--- src/rtl/q_pulse_monitor.sv ---
// q_pulse_monitor: synchronises, debounces and edge-detects a single-bit level and keeps a
// saturating count of accepted rises. Define QMON_FALL_CNT_EN to add a matching fall counter.
module q_pulse_monitor #(
    parameter int SYNC_STAGES     = 2,
    parameter int DEBOUNCE_CYCLES = 4,
    parameter int CNT_W           = 8
) (
    input  logic             clk,
    input  logic             rst_n,
    input  logic             in_q,
    input  logic             in_en,
    input  logic             in_clr,
    output logic             out_level,
    output logic             out_rise,
    output logic             out_fall,
    output logic [CNT_W-1:0] out_count,
    output logic             out_sat
`ifdef QMON_FALL_CNT_EN
    ,
    output logic [CNT_W-1:0] out_fall_count
`endif
);

    localparam int               TW      = $clog2(DEBOUNCE_CYCLES + 1);
    localparam logic [TW-1:0]    T_ONE   = TW'(1);
    localparam logic [TW-1:0]    T_LAST  = TW'(DEBOUNCE_CYCLES - 1);
    localparam logic [CNT_W-1:0] CNT_MAX = '1;
    localparam logic [CNT_W-1:0] CNT_ONE = CNT_W'(1);

    typedef enum logic [1:0] {ST_LO, PEND_HI, ST_HI, PEND_LO} state_t;

    logic [SYNC_STAGES-1:0] sync_reg, sync_next;
    logic                   s;
    state_t                 state_reg, state_next;
    logic [TW-1:0]          timer_reg, timer_next;
    logic                   accept_rise, accept_fall;
    logic                   level_reg, rise_reg, fall_reg, sat_reg;
    logic [CNT_W-1:0]       count_reg, count_next;

    genvar gi;
    generate
        for (gi = 0; gi < SYNC_STAGES; gi++) begin : g_sync
            if (gi == 0) begin : g_first
                assign sync_next[gi] = in_q;
            end else begin : g_chain
                assign sync_next[gi] = sync_reg[gi-1];
            end
        end
    endgenerate

    assign s = sync_reg[SYNC_STAGES-1];

    always_ff @(posedge clk or negedge rst_n) begin
        if (!rst_n) begin
            sync_reg  <= '0;
            state_reg <= ST_LO;
            timer_reg <= '0;
        end else begin
            sync_reg  <= sync_next;
            state_reg <= state_next;
            timer_reg <= timer_next;
        end
    end

    // Timer counts consecutive samples already seen at the candidate level.
    always_comb begin
        state_next  = state_reg;
        timer_next  = timer_reg;
        accept_rise = 1'b0;
        accept_fall = 1'b0;
        case (state_reg)
            ST_LO: begin
                if (s) begin
                    if (DEBOUNCE_CYCLES == 1) begin
                        state_next  = ST_HI;
                        accept_rise = 1'b1;
                        timer_next  = '0;
                    end else begin
                        state_next = PEND_HI;
                        timer_next = T_ONE;
                    end
                end
            end
            PEND_HI: begin
                if (!s) begin
                    state_next = ST_LO;
                    timer_next = '0;
                end else if (timer_reg == T_LAST) begin
                    state_next  = ST_HI;
                    accept_rise = 1'b1;
                    timer_next  = '0;
                end else begin
                    timer_next = timer_reg + T_ONE;
                end
            end
            ST_HI: begin
                if (!s) begin
                    if (DEBOUNCE_CYCLES == 1) begin
                        state_next  = ST_LO;
                        accept_fall = 1'b1;
                        timer_next  = '0;
                    end else begin
                        state_next = PEND_LO;
                        timer_next = T_ONE;
                    end
                end
            end
            PEND_LO: begin
                if (s) begin
                    state_next = ST_HI;
                    timer_next = '0;
                end else if (timer_reg == T_LAST) begin
                    state_next  = ST_LO;
                    accept_fall = 1'b1;
                    timer_next  = '0;
                end else begin
                    timer_next = timer_reg + T_ONE;
                end
            end
            default: begin
                state_next = ST_LO;
                timer_next = '0;
            end
        endcase
    end

    // Clear wins over a simultaneous accepted rise; the pulse itself is unaffected.
    always_comb begin
        count_next = count_reg;
        if (in_clr) begin
            count_next = '0;
        end else if (accept_rise && in_en && (count_reg != CNT_MAX)) begin
            count_next = count_reg + CNT_ONE;
        end
    end

    always_ff @(posedge clk or negedge rst_n) begin
        if (!rst_n) begin
            level_reg <= 1'b0;
            rise_reg  <= 1'b0;
            fall_reg  <= 1'b0;
            count_reg <= '0;
            sat_reg   <= 1'b0;
        end else begin
            if (accept_rise) begin
                level_reg <= 1'b1;
            end else if (accept_fall) begin
                level_reg <= 1'b0;
            end
            rise_reg  <= accept_rise;
            fall_reg  <= accept_fall;
            count_reg <= count_next;
            sat_reg   <= (count_next == CNT_MAX);
        end
    end

    assign out_level = level_reg;
    assign out_rise  = rise_reg;
    assign out_fall  = fall_reg;
    assign out_count = count_reg;
    assign out_sat   = sat_reg;

`ifdef QMON_FALL_CNT_EN
    logic [CNT_W-1:0] fall_count_reg, fall_count_next;

    always_comb begin
        fall_count_next = fall_count_reg;
        if (in_clr) begin
            fall_count_next = '0;
        end else if (accept_fall && in_en && (fall_count_reg != CNT_MAX)) begin
            fall_count_next = fall_count_reg + CNT_ONE;
        end
    end

    always_ff @(posedge clk or negedge rst_n) begin
        if (!rst_n) begin
            fall_count_reg <= '0;
        end else begin
            fall_count_reg <= fall_count_next;
        end
    end

    assign out_fall_count = fall_count_reg;
`endif

endmodule

--- config.mk ---
export PLATFORM = sky130hd
export DESIGN_NAME = q_pulse_monitor
export DESIGN_NICKNAME = d
export VERILOG_FILES = /design/src/rtl/q_pulse_monitor.sv
export SDC_FILE = /design/constraint.sdc
export NUM_CORES = 1
export LEC_CHECK = 0
export BUFFER_PORTS_ARGS = -buffer_cell sky130_fd_sc_hd__buf_4
export CAP_MARGIN = 20
export CORE_MARGIN = 10
export CORE_UTILIZATION = 49
export DETAILED_ROUTE_END_ITERATION = 7
export PLACE_DENSITY_LB_ADDON = 0.25
export SLEW_MARGIN = 0
export SYNTH_ARGS = -nofsm -noshare
export SYNTH_HDL_FRONTEND = slang
export SYNTH_SLANG_ARGS = --single-unit
export TNS_END_PERCENT = 20
--- constraint.sdc ---
create_clock -name clk -period 2.4 [get_ports clk]
set_clock_uncertainty 0.2 [all_clocks]
set_input_delay 0.24 -clock clk [delete_from_list [all_inputs] [get_ports clk]]
set_output_delay 0.24 -clock clk [all_outputs]
set_load 0.1 [all_outputs]
======== Word-level counts from Yosys, hierarchy flattened ========
Cells that the tools add are included.
storage, ports and cells
  output and inout port bits .............. 12
  input bits .............................. 5
  logic and storage cells ................. 48
  register bits ........................... 19
cells by class
  equal/unequal tests ..................... 10
  mux-type cells .......................... 22
  $add $sub $neg .......................... 2
  reduce and logical (&&, ||, !) cells .... 6
operator list
  kind                   count
  $mux W8                2
  $mux W3                5
  $mux W2                6
  $pmux W3 S4            1
  $add A8 B1 Y8 const B  1
  $eq A8 B8 Y1 const B   1
  $ne A8 B8 Y1 const B   1
  $pmux W2 S4            1
  $mux W1                7
  $ne A3 B3 Y1 const B   2
  $eq A2 B2 Y1 const B   2
  $ne A2 B2 Y1 const B   2
  $reduce_and A4 Y1      1
  $add A3 B1 Y3 const B  1
  $eq A3 B2 Y1 const B   1
  $eq A2 B1 Y1 const B   1
  $logic_and A1 B1 Y1    2
  $logic_not A2 Y1       1
  $reduce_and A2 Y1      1
  $reduce_bool A2 Y1     1

======== Longest topological paths before layout ========
Gate-level depths: netlist of run 1.
  depth in word-level cells ............... 9
  mapped depth ............................ 6
  gate-level depth less buffers ........... 6

======== Least setup slack after synthesis of run 1 ========
Ideal clock, no wire load.
  path kind ............................... flip-flop to flip-flop
  start point ............................. register count_reg[0], in the netlist out_count[0]
  end point ............................... register sat_reg, in the netlist out_sat
  arrival ................................. 2376 ps
  required time ........................... 2132 ps
  path buffers ............................ 0
  library setup time ...................... 68 ps
  setup slack ............................. -245 ps
  stages on the path, launching flop included .. 7
  cell sequence ........................... dfrtp_1 ha_1 and4_2 a211oi_4 mux2i_1 o2111ai_1 and4bb_1
on the way
  cells in the longest elaborated chain, start to end .. 5
  elaborated cells on any way between the ends .. 6
  classes of those cells .................. 1 x add/sub; 2 x eq/ne; 2 x mux; 1 x reduce/logical
ends and longest elaborated chain
  what                                                   RTL line  text
  from (decl)                                            38        logic [CNT_W-1:0] count_reg, count_next;
  from (signal assigned)                                 152       count_reg <= count_next;
  branches (longest 2 deep; another with $add A8 B1 Y8)  -
  $mux W8 *                                              132       end else if (accept_rise && in_en && (count_reg != CNT_MAX)) begin
  $mux W8 *                                              130       if (in_clr) begin
  $eq A8 B8 Y1 *                                         153       sat_reg <= (count_next == CNT_MAX);
  to (signal assigned)                                   153
  to (decl)                                              37        logic level_reg, rise_reg, fall_reg, sat_reg;
Mark *: on every way between the ends.
A chain may end at the register's enable or synchronous reset.

======== Worst setup path in the final report of run 1 ========
Same ends and word-level chain as after synthesis.

==> out/results.tsv, run 1 <==
metric	value	unit
use_met2	15.52	%
cp-start-kind	register	
ys_ff_latch	19	
avgViaCountPerCell	5.234	
dpl.cell_count	130	
grt-ovfl-total	0	
min_path_type	in -> async	
fp.dieArea	4169	sq um
rsz0062_at_grt	no	
die_w	64.57	um
grt_pass1_vias	756	
power_density	670.1	nW/um^2
worstMarginPinSlew	0.2724	ns
cp.required	2.43	ns
fmax	480.4	MHz
grt_pass1_wl	3284	um
num-fill-cells	177	
antennaDiodeCount	0	
hold_violations	0	
tritoncts	built	
antenna_found_initial	0	
irDropWorstVdd	580.1	uV
slew_headroom	81.59	%
cap_violations	0	
dpl_cell_area	1129	sq um
outcome	complete, no violations	
mostFrequentLayoutCells	17 x buf_4, 16 x dfrtp_1, 11 x nor2_1	
crit_type	reg -> reg	
synth-seq-area-share	48.84	%
final_common_cell	buf_4	
grt_max_degree	20	
crit_path_end_kind	register	
numPortBuffers	16	
clk_latency	0.29	ns
gr-usage-met3	3.093	%
drive_gt1_share	30.00	%
io_pins	17	
busiest_layer	met2	
largest_register_ffs	8	
instances_no_fill	137	
cts_htree_levels	1	
drc	0	
final_util	61.65	%
grtUsageMet1	11.11	%
arrival	2.11	ns
fin_crit_sh	86.73	%
clock_sinks	19	
via_count	717	
start_util	50.65	%
setup-violations-final	0	
synthCells	88	
holdWs	0.1587	ns
tns	0	ns
cts_buffer_depth	2	
place.detailed.hpwl	1388	um
routed_wl	1839	um
synth_nets	95	
die_h	64.57	um
ys_warn_count	0	
stdcell_area	1185	sq um
syn2layout_area_growth	21.72	%
rows	16	
clkTransAtPathRegs	0.10	ns
core	1922	sq um
first_pass_iters	4	
syn-cell-area	973.4	sq um
leakage	0.5251	nW
place.gp.congestion	0.7821	
track_usage	9.479	%
wl_per_cell	13.42	um
yosysUniqueCellTypes	36	
drt_iter0_markers	9	
avgSynthCellArea	11.06	sq um
cts_resized	0	
min_period	2.081	ns
slew_viol_final	0	
clockRootBuffer	clkbuf_4	
ant_nets	0	
cts_made_buffers	3	
layout.nets	118	
critical_path.max_fanout	7	
-- per-stage QoR --
step / worst slack [ns] / total power [mW]
3_5_place_dp: 0.3419 / 0.6461
2_1_floorplan: 0.003898 / 0.5880
3_3_place_gp: 0.4095 / 0.6369
4_1_cts: 0.3163 / 0.8046
6_report: 0.3185 / 0.7940
5_1_grt: 0.2291 / 0.8445
-- timing repair --
item,in CTS,in global routing
hold endpoints to repair,28,0
hold buffers,3,0
buffers inserted,0,0
-- routing by layer --
layer | up-vias | wire length (um)
met3 | 4 | 113
met2 | 21 | 867
li1 | 359 | -
met5 | - | 0
met4 | 0 | 33
met1 | 333 | 825
-- area by class of cell --
type,instances,area (sq um),share of cell area (%)
multi-input cells,65,480.5,40.55
flip-flops and latches,19,479.2,40.44
repair buffers,20,157.7,13.31
well taps,27,33.78,2.851
clock buffers,4,26.28,2.218
inverters,2,7.507,0.6336
-- logic make-up after synthesis --
group / synth area share (%)
AOI/OAI and AO/OA: 11.05
xor gates and xnor gates: 3.600
adders and majority gates: 2.570
buffers and inverters: 1.799
DFF: 48.84
muxes: 5.270
and+or+nand+nor: 26.86
-- worst paths after layout --
kind / from / end / slack, ns / cells past startpoint
worst max-delay path: out_count[0]$_DFF_PN0_ / out_sat$_DFF_PN0_ / 0.32 / 6
worst min-delay path: rst_n / out_count[4]$_DFF_PN0_ / 0.16 / 2
worst max register to register: out_count[0]$_DFF_PN0_ / out_sat$_DFF_PN0_ / 0.32 / 6
worst min register to register: sync_reg[0]$_DFF_PN0_ / sync_reg[1]$_DFF_PN0_ / 0.16 / 0
max in group asynchronous: rst_n / out_count[1]$_DFF_PN0_ / 1.63 / 2
min in group clk: sync_reg[0]$_DFF_PN0_ / sync_reg[1]$_DFF_PN0_ / 0.16 / 0
-- power breakdown --
group	total [mW]	leakage, nW	switching [mW]	internal [mW]
combinational	0.236	0.263	0.156	0.0800
sequential	0.402	0.247	0.0386	0.363
clock	0.157	0.0150	0.0921	0.0645
-- worst max-delay path: stages, from the launching register on --
cell       delay, ns
dfrtp_2         0.46
ha_1            0.24
and4_2          0.27
a211oi_4        0.24
mux2i_1         0.21
o2111ai_1       0.12
and4bb_1        0.27
-- synthesized netlist by cell type --
cell type / count / area, sq um
a211oi_1: 1 / 7.510
nor2_1: 11 / 41.29
mux2i_1: 4 / 40.04
o21ai_0: 2 / 10.01
a31oi_1: 2 / 12.51
nand2b_1: 4 / 25.02
nand4_1: 1 / 6.260
nor3b_1: 2 / 15.01
mux2_2: 1 / 11.26
and4_4: 1 / 11.26
and4_2: 1 / 10.01
and3_4: 2 / 22.52
o2111ai_1: 1 / 8.760
ha_1: 2 / 25.02
nor4b_1: 1 / 8.760
nand4b_1: 1 / 8.760
a21oi_1: 2 / 10.01
buf_2: 1 / 5.000
o21a_1: 1 / 7.510
and3_1: 1 / 6.260
and4bb_1: 1 / 12.51
a41oi_2: 1 / 16.27
a311oi_2: 1 / 15.01
nand3_1: 2 / 10.01
inv_1: 2 / 7.510
nand3b_4: 1 / 20.02
dfrtp_1: 19 / 475.5
nor2_2: 1 / 6.260
clkbuf_2: 1 / 5.000
nor3_1: 2 / 10.01
xor2_1: 3 / 26.28
xnor2_1: 1 / 8.760
nand2_1: 7 / 26.28
a211oi_4: 1 / 20.02
and2_1: 1 / 6.260
nand3b_1: 2 / 15.01
No activity file was read; power rests on OpenSTA's default activity.
==> run 2: changes to the inputs <==
--- a/config.mk
+++ b/config.mk
@@ -9,6 +9,7 @@
 export CAP_MARGIN = 20
 export CORE_MARGIN = 10
 export CORE_UTILIZATION = 49
+export CTS_BUF_LIST = sky130_fd_sc_hd__clkbuf_4 sky130_fd_sc_hd__clkbuf_8 sky130_fd_sc_hd__clkbuf_16
 export DETAILED_ROUTE_END_ITERATION = 7
 export PLACE_DENSITY_LB_ADDON = 0.25
 export SLEW_MARGIN = 0
==> run 2 against run 1 <==
- critical path depth unchanged
- first-iteration DRC count grew 22%
- total power increased by 1.1%
- worst setup slack improved by 0.0064 ns
- via count is 0.70% higher
- global-route usage is 0.11 points lower
- die area did not move
- final cell count stayed put
- worst hold slack better by 0.0015 ns
- largest power group unchanged
==> out/results.tsv, run 2 (synthesis gave the netlist of run 1 again) <==
metric	value	unit	change
fp.dieArea	4169	sq um	unchanged
critical_path.max_fanout	7		unchanged
outcome	complete, no violations		unchanged
cap_violations	0		unchanged
io_pins	17		unchanged
syn2layout_area_growth	22.11	%	was 21.72%
use_met2	15.52	%	unchanged
p_comb_share	29.3	%	was 29.7%
irDropWorstVdd	608.8	uV	was 580.1 uV
rows	16		unchanged
cp-start-kind	register		unchanged
grt_pass1_wl	3249	um	was 3284 um
numPortBuffers	16		unchanged
dpl_cell_area	1129	sq um	unchanged
seqPwrFrac	50.0	%	was 50.6%
tns	0	ns	unchanged
slew_viol_final	0		unchanged
switching_power	0.2838	mW	was 0.2864 mW
power_density	675.3	nW/um^2	was 670.1 nW/um^2
slew_headroom	82.06	%	was 81.59%
min_period	2.075	ns	was 2.081 ns
layout.nets	118		unchanged
busiest_layer	met2		unchanged
clk_latency	0.28	ns	was 0.29 ns
ff2ff_path_depth	6		unchanged
clkPwrFrac	20.7	%	was 19.7%
avgViaCountPerCell	5.270		was 5.234
grtUsageMet1	11.11	%	unchanged
routed_wl	1808	um	was 1839 um
arrival	2.10	ns	was 2.11 ns
drt_iter0_markers	11		was 9
cts_made_buffers	3		unchanged
switching_share	35.36	%	was 36.07%
fin_crit_sh	86.46	%	was 86.73%
tritoncts	built		unchanged
clock_sinks	19		unchanged
largest_register_ffs	8		unchanged
gr-usage-met3	3.093	%	unchanged
first_pass_iters	4		unchanged
cp.required	2.43	ns	about the same
fmax	481.9	MHz	was 480.4 MHz
via_count	722		was 717
leakage	0.5285	nW	was 0.5251 nW
clockRootBuffer	clkbuf_4		unchanged
start_util	50.65	%	unchanged
core	1922	sq um	unchanged
r2r_slack	0.32	ns	about the same
antenna_found_initial	0		unchanged
timing.rr.start	out_count[0]$_DFF_PN0_		unchanged
clkTransAtPathRegs	0.10	ns	about the same
place.detailed.hpwl	1388	um	unchanged
track_usage	9.373	%	was 9.479%
num-fill-cells	177		unchanged
cts_buffer_depth	2		unchanged
crit_type	reg -> reg		unchanged
grt_pass1_vias	747		was 756
final_common_cell	buf_4		unchanged
worstMarginPinSlew	0.2654	ns	was 0.2724 ns
ant_nets	0		unchanged
antennaDiodeCount	0		unchanged
crit_path_end_kind	register		unchanged
cts_resized	0		unchanged
grt_max_degree	20		unchanged
die_w	64.57	um	unchanged
min_path_type	in -> async		unchanged
mostFrequentLayoutCells	17 x buf_4, 16 x dfrtp_1, 11 x nor2_1		unchanged
p_int	0.5189	mW	was 0.5076 mW
die_h	64.57	um	unchanged
grt-ovfl-total	0		unchanged
rsz0062_at_grt	no		unchanged
cts_htree_levels	1		unchanged
drive_gt1_share	30.91	%	was 30.00%
wl_per_cell	13.20	um	was 13.42 um
drc	0		unchanged
stdcell_area	1189	sq um	was 1185 sq um
worst_r2r_endpoint	out_sat$_DFF_PN0_		unchanged
hold_violations	0		unchanged
place.gp.congestion	0.7821		unchanged
setup-violations-final	0		unchanged
==> run 2: changes by cell type in the layout (fill, tap and decap cells not counted) <==
cell / delta
clkbuf_1: -1
clkbuf_4: +1
==> run 2: worst max-delay path: stages, from the launching register on <==
cell and delay [ns]:
dfrtp_2 0.46, ha_1 0.24, and4_2 0.27, a211oi_4 0.24, mux2i_1 0.21, o2111ai_1 0.12
and4bb_1 0.27
==> run 2: per-stage QoR <==
| step | hold WS, ns | util [%] | worst slack, ns | cells | total power [mW] |
|---|---|---|---|---|---|
| 3_3_place_gp | -0.07673 | 58.72 | 0.4095 | 130 | 0.6369 |
| 5_1_grt | 0.1638 | 61.85 | 0.2297 | 137 | 0.8557 |
| 4_1_cts | 0.1536 | 61.85 | 0.3178 | 137 | 0.8142 |
| 3_5_place_dp | -0.07536 | 58.72 | 0.3419 | 130 | 0.6461 |
| 6_report | 0.1602 | 61.85 | 0.3250 | 137 | 0.8026 |
| 2_1_floorplan | -0.2556 | - | 0.003898 | 88 | 0.5880 |
==> run 2: power by group through the flow <==
stage | logic [mW] | registers (mW) | clock network, mW
after floorplan | 0.110 | 0.478 | 0
after global placement | 0.229 | 0.408 | 0
after detailed placement | 0.237 | 0.409 | 0
after CTS | 0.240 | 0.402 | 0.172
after global routing | 0.257 | 0.411 | 0.187
final | 0.235 | 0.402 | 0.166
==> run 2: how the worst max path moves through the flow <==
stage                                       from                 to  slack (ns)  cells past startpoint
after floorplan           out_count[3]$_DFF_PN0_  out_sat$_DFF_PN0_       0.004                      5
after global placement    out_count[0]$_DFF_PN0_  out_sat$_DFF_PN0_        0.41                      6
after detailed placement  out_count[0]$_DFF_PN0_  out_sat$_DFF_PN0_        0.34                      6
after CTS                 out_count[0]$_DFF_PN0_  out_sat$_DFF_PN0_        0.32                      6
after global routing      out_count[0]$_DFF_PN0_  out_sat$_DFF_PN0_        0.23                      6
final                     out_count[0]$_DFF_PN0_  out_sat$_DFF_PN0_        0.32                      6
==> run 2: timing repair <==
action                     in CTS  in global routing
setup endpoints to repair       0                  0
hold buffers                    3                  0
hold endpoints to repair       28                  0
setup buffers                   0                  0
==> run 2: area by class of cell <==
type	count	area, sq um	area share [%]
clock buffers	4	30.03	2.526
inverters	2	7.507	0.6316
multi-input cells	65	480.5	40.42
flip-flops and latches	19	479.2	40.32
well taps	27	33.78	2.842
repair buffers	20	157.7	13.26
==> run 2: per-layer routing <==
layer  wire length, um  vias up  share of wire, %
li1                  -      360                 -
met1               822      345                45
met2               864       15                48
met3               103        2               5.7
met4                19        0               1.1
met5                 0        -                 0
==> run 3: changes to the inputs <==
==> constraint.sdc (replaced) <==
create_clock -name clk -period 2.6 [get_ports clk]
set_clock_uncertainty 0.2 [all_clocks]
set_input_delay 0.26 -clock clk [delete_from_list [all_inputs] [get_ports clk]]
set_output_delay 0.26 -clock clk [all_outputs]
set_load 0.1 [all_outputs]
==> run 3 against run 2 <==
- total power decreased by 9.5%
- worst hold slack got worse by 0.011 ns
- non-clock buffer count is 1 lower
- count of clock-buffer cells in the layout decreased by 1
- critical path depth unchanged
- sequential share of layout area rose by 0.28 points
- global-route usage fell by 0.18 points
- wire length down 1.1%
- fmax fell by 7.7%
- highest routed layer unchanged
==> out/results.tsv, run 3 (synthesis gave the netlist of run 1 again) <==
metric	value	unit	change
outcome	complete, no violations		unchanged
irDropWorstVdd	464.0	uV	was 608.8 uV
pre_cts_slack	0.3701	ns	was 0.3419 ns
cp.required	2.64	ns	was 2.43 ns
place.detailed.hpwl	1402	um	was 1388 um
min_path_type	in -> async		unchanged
ant_nets	0		unchanged
drc	0		unchanged
worstMarginPinSlew	0.3637	ns	was 0.2654 ns
die_h	64.57	um	unchanged
p_int	0.4657	mW	was 0.5189 mW
fin_crit_sh	86.48	%	was 86.46%
avgViaCountPerCell	5.419		was 5.270
cts_buffer_depth	2		unchanged
die_w	64.57	um	unchanged
leakage	0.5241	nW	was 0.5285 nW
first_pass_iters	4		unchanged
timing.critical_path.to	out_sat$_DFF_PN0_		unchanged
clkPwrFrac	19.5	%	was 20.7%
clk_latency	0.30	ns	was 0.28 ns
crit_type	reg -> reg		unchanged
cp-start-kind	register		unchanged
cts_resized	0		unchanged
io_pins	17		unchanged
setup_ws	0.3516	ns	was 0.3250 ns
grt-ovfl-total	0		unchanged
track_usage	9.190	%	was 9.373%
setup.worst_path.start	out_count[0]$_DFF_PN0_		unchanged
clkTransAtPathRegs	0.10	ns	about the same
drt_iter0_markers	18		was 11
mostFrequentLayoutCells	17 x dfrtp_1, 16 x buf_4, 11 x nor2_1		was 17 x buf_4, 16 x dfrtp_1, 11 x nor2_1
syn2layout_area_growth	20.95	%	was 22.11%
switching_share	35.91	%	was 35.36%
drive_gt1_share	29.36	%	was 30.91%
via_count	737		was 722
tritoncts	built		unchanged
crit_path_end_kind	register		unchanged
grt_pass1_wl	3160	um	was 3249 um
cts_htree_levels	1		unchanged
ff2ff_path_depth	6		unchanged
r2r_slack	0.35	ns	was 0.32 ns
p_comb_share	29.5	%	was 29.3%
slew_headroom	75.67	%	was 82.06%
hold_violations	0		unchanged
wl_per_cell	13.15	um	was 13.20 um
arrival	2.29	ns	was 2.10 ns
post-cts-setup-buffer-count	0		unchanged
seqPwrFrac	51.0	%	was 50.0%
largest_register_ffs	8		unchanged
fmax	444.8	MHz	was 481.9 MHz
clockRootBuffer	clkbuf_4		unchanged
start_util	50.65	%	unchanged
tns	0	ns	unchanged
switching_power	0.2609	mW	was 0.2838 mW
num-fill-cells	174		was 177
grt_max_degree	20		unchanged
routed_wl	1788	um	was 1808 um
layout.nets	117		was 118
grt_pass1_vias	721		was 747
rsz0062_at_grt	no		unchanged
numPortBuffers	16		unchanged
worst_r2r_endpoint	out_sat$_DFF_PN0_		unchanged
core	1922	sq um	unchanged
critical_path.max_fanout	7		unchanged
power_density	617.2	nW/um^2	was 675.3 nW/um^2
antennaDiodeCount	0		unchanged
antenna_found_initial	0		unchanged
cts_made_buffers	3		unchanged
setup-violations-final	0		unchanged
final_common_cell	dfrtp_1		was buf_4
rows	16		unchanged
min_period	2.248	ns	was 2.075 ns
fp.dieArea	4169	sq um	unchanged
slew_viol_final	0		unchanged
clock_sinks	19		unchanged
timing.rr.start	out_count[0]$_DFF_PN0_		unchanged
cap_violations	0		unchanged
place.gp.congestion	0.8396		was 0.7821
## run 3: changes by cell type in the layout (fill, tap and decap cells not counted)
cell and change:
dfrtp_2 -1, buf_4 -1, clkinv_2 +1, dfrtp_1 +1, clkbuf_4 -1
## run 3: final cells by class
type	count	area (sq um)	area share, %
Inverter	2	7.507	0.6376
Sequential cell	19	478.0	40.60
Timing Repair Buffer	19	150.1	12.75
Tap cell	27	33.78	2.869
Multi-Input combinational cell	65	480.5	40.81
Clock inverter	1	5.005	0.4251
Clock buffer	3	22.52	1.913
## run 3: worst max-delay path, stage by stage (launching register included)
cell and delay (ns):
dfrtp_2 0.46, ha_1 0.25, and4_2 0.28, a211oi_4 0.37, mux2i_1 0.24, o2111ai_1 0.13, and4bb_1 0.28
## run 3: how the worst min path moves through the flow
stage,slack [ns],from,endpoint,cells past startpoint
finish,0.15,rst_n,timer_reg[1]$_DFFE_PN0P_,2
global route,0.14,rst_n,timer_reg[1]$_DFFE_PN0P_,2
CTS,0.16,rst_n,timer_reg[1]$_DFFE_PN0P_,2
detailed placement,-0.06,rst_n,timer_reg[1]$_DFFE_PN0P_,1
global placement,-0.06,rst_n,timer_reg[1]$_DFFE_PN0P_,1
floorplan,-0.24,rst_n,asynchronous set/reset pin,0
## run 3: per-layer routing
layer	GRT usage, %	vias up	routed length (um)
met3	4.811	2	145
met4	2.406	0	8
met5	0	-	0
li1	-	357	-
met1	10.79	358	810
met2	14.41	20	824
## run 3: power groups by stage
stage | logic, mW | registers, mW | clock network [mW]
floorplan | 0.101 | 0.442 | 0
global placement | 0.211 | 0.376 | 0
detailed placement | 0.214 | 0.377 | 0
CTS | 0.218 | 0.371 | 0.148
global route | 0.239 | 0.378 | 0.161
finish | 0.214 | 0.370 | 0.142
## run 3: repair_timing
action / 4_1_cts / 5_1_grt
setup endpoints to repair: 0 / 0
hold endpoints to repair: 27 / 0
hold buffers: 3 / 0
## run 3: metrics by stage
step	std cells	hold WS (ns)	total power, mW	util, %	cell area, sq um
floorplan	88	-0.2356	0.5428	-	975.9
global route	136	0.1445	0.7782	61.26	1177
detailed placement	129	-0.05722	0.5913	58.27	1120
CTS	136	0.1594	0.7368	61.26	1177
global placement	129	-0.05756	0.5874	58.27	1120
finish	136	0.1492	0.7267	61.26	1177
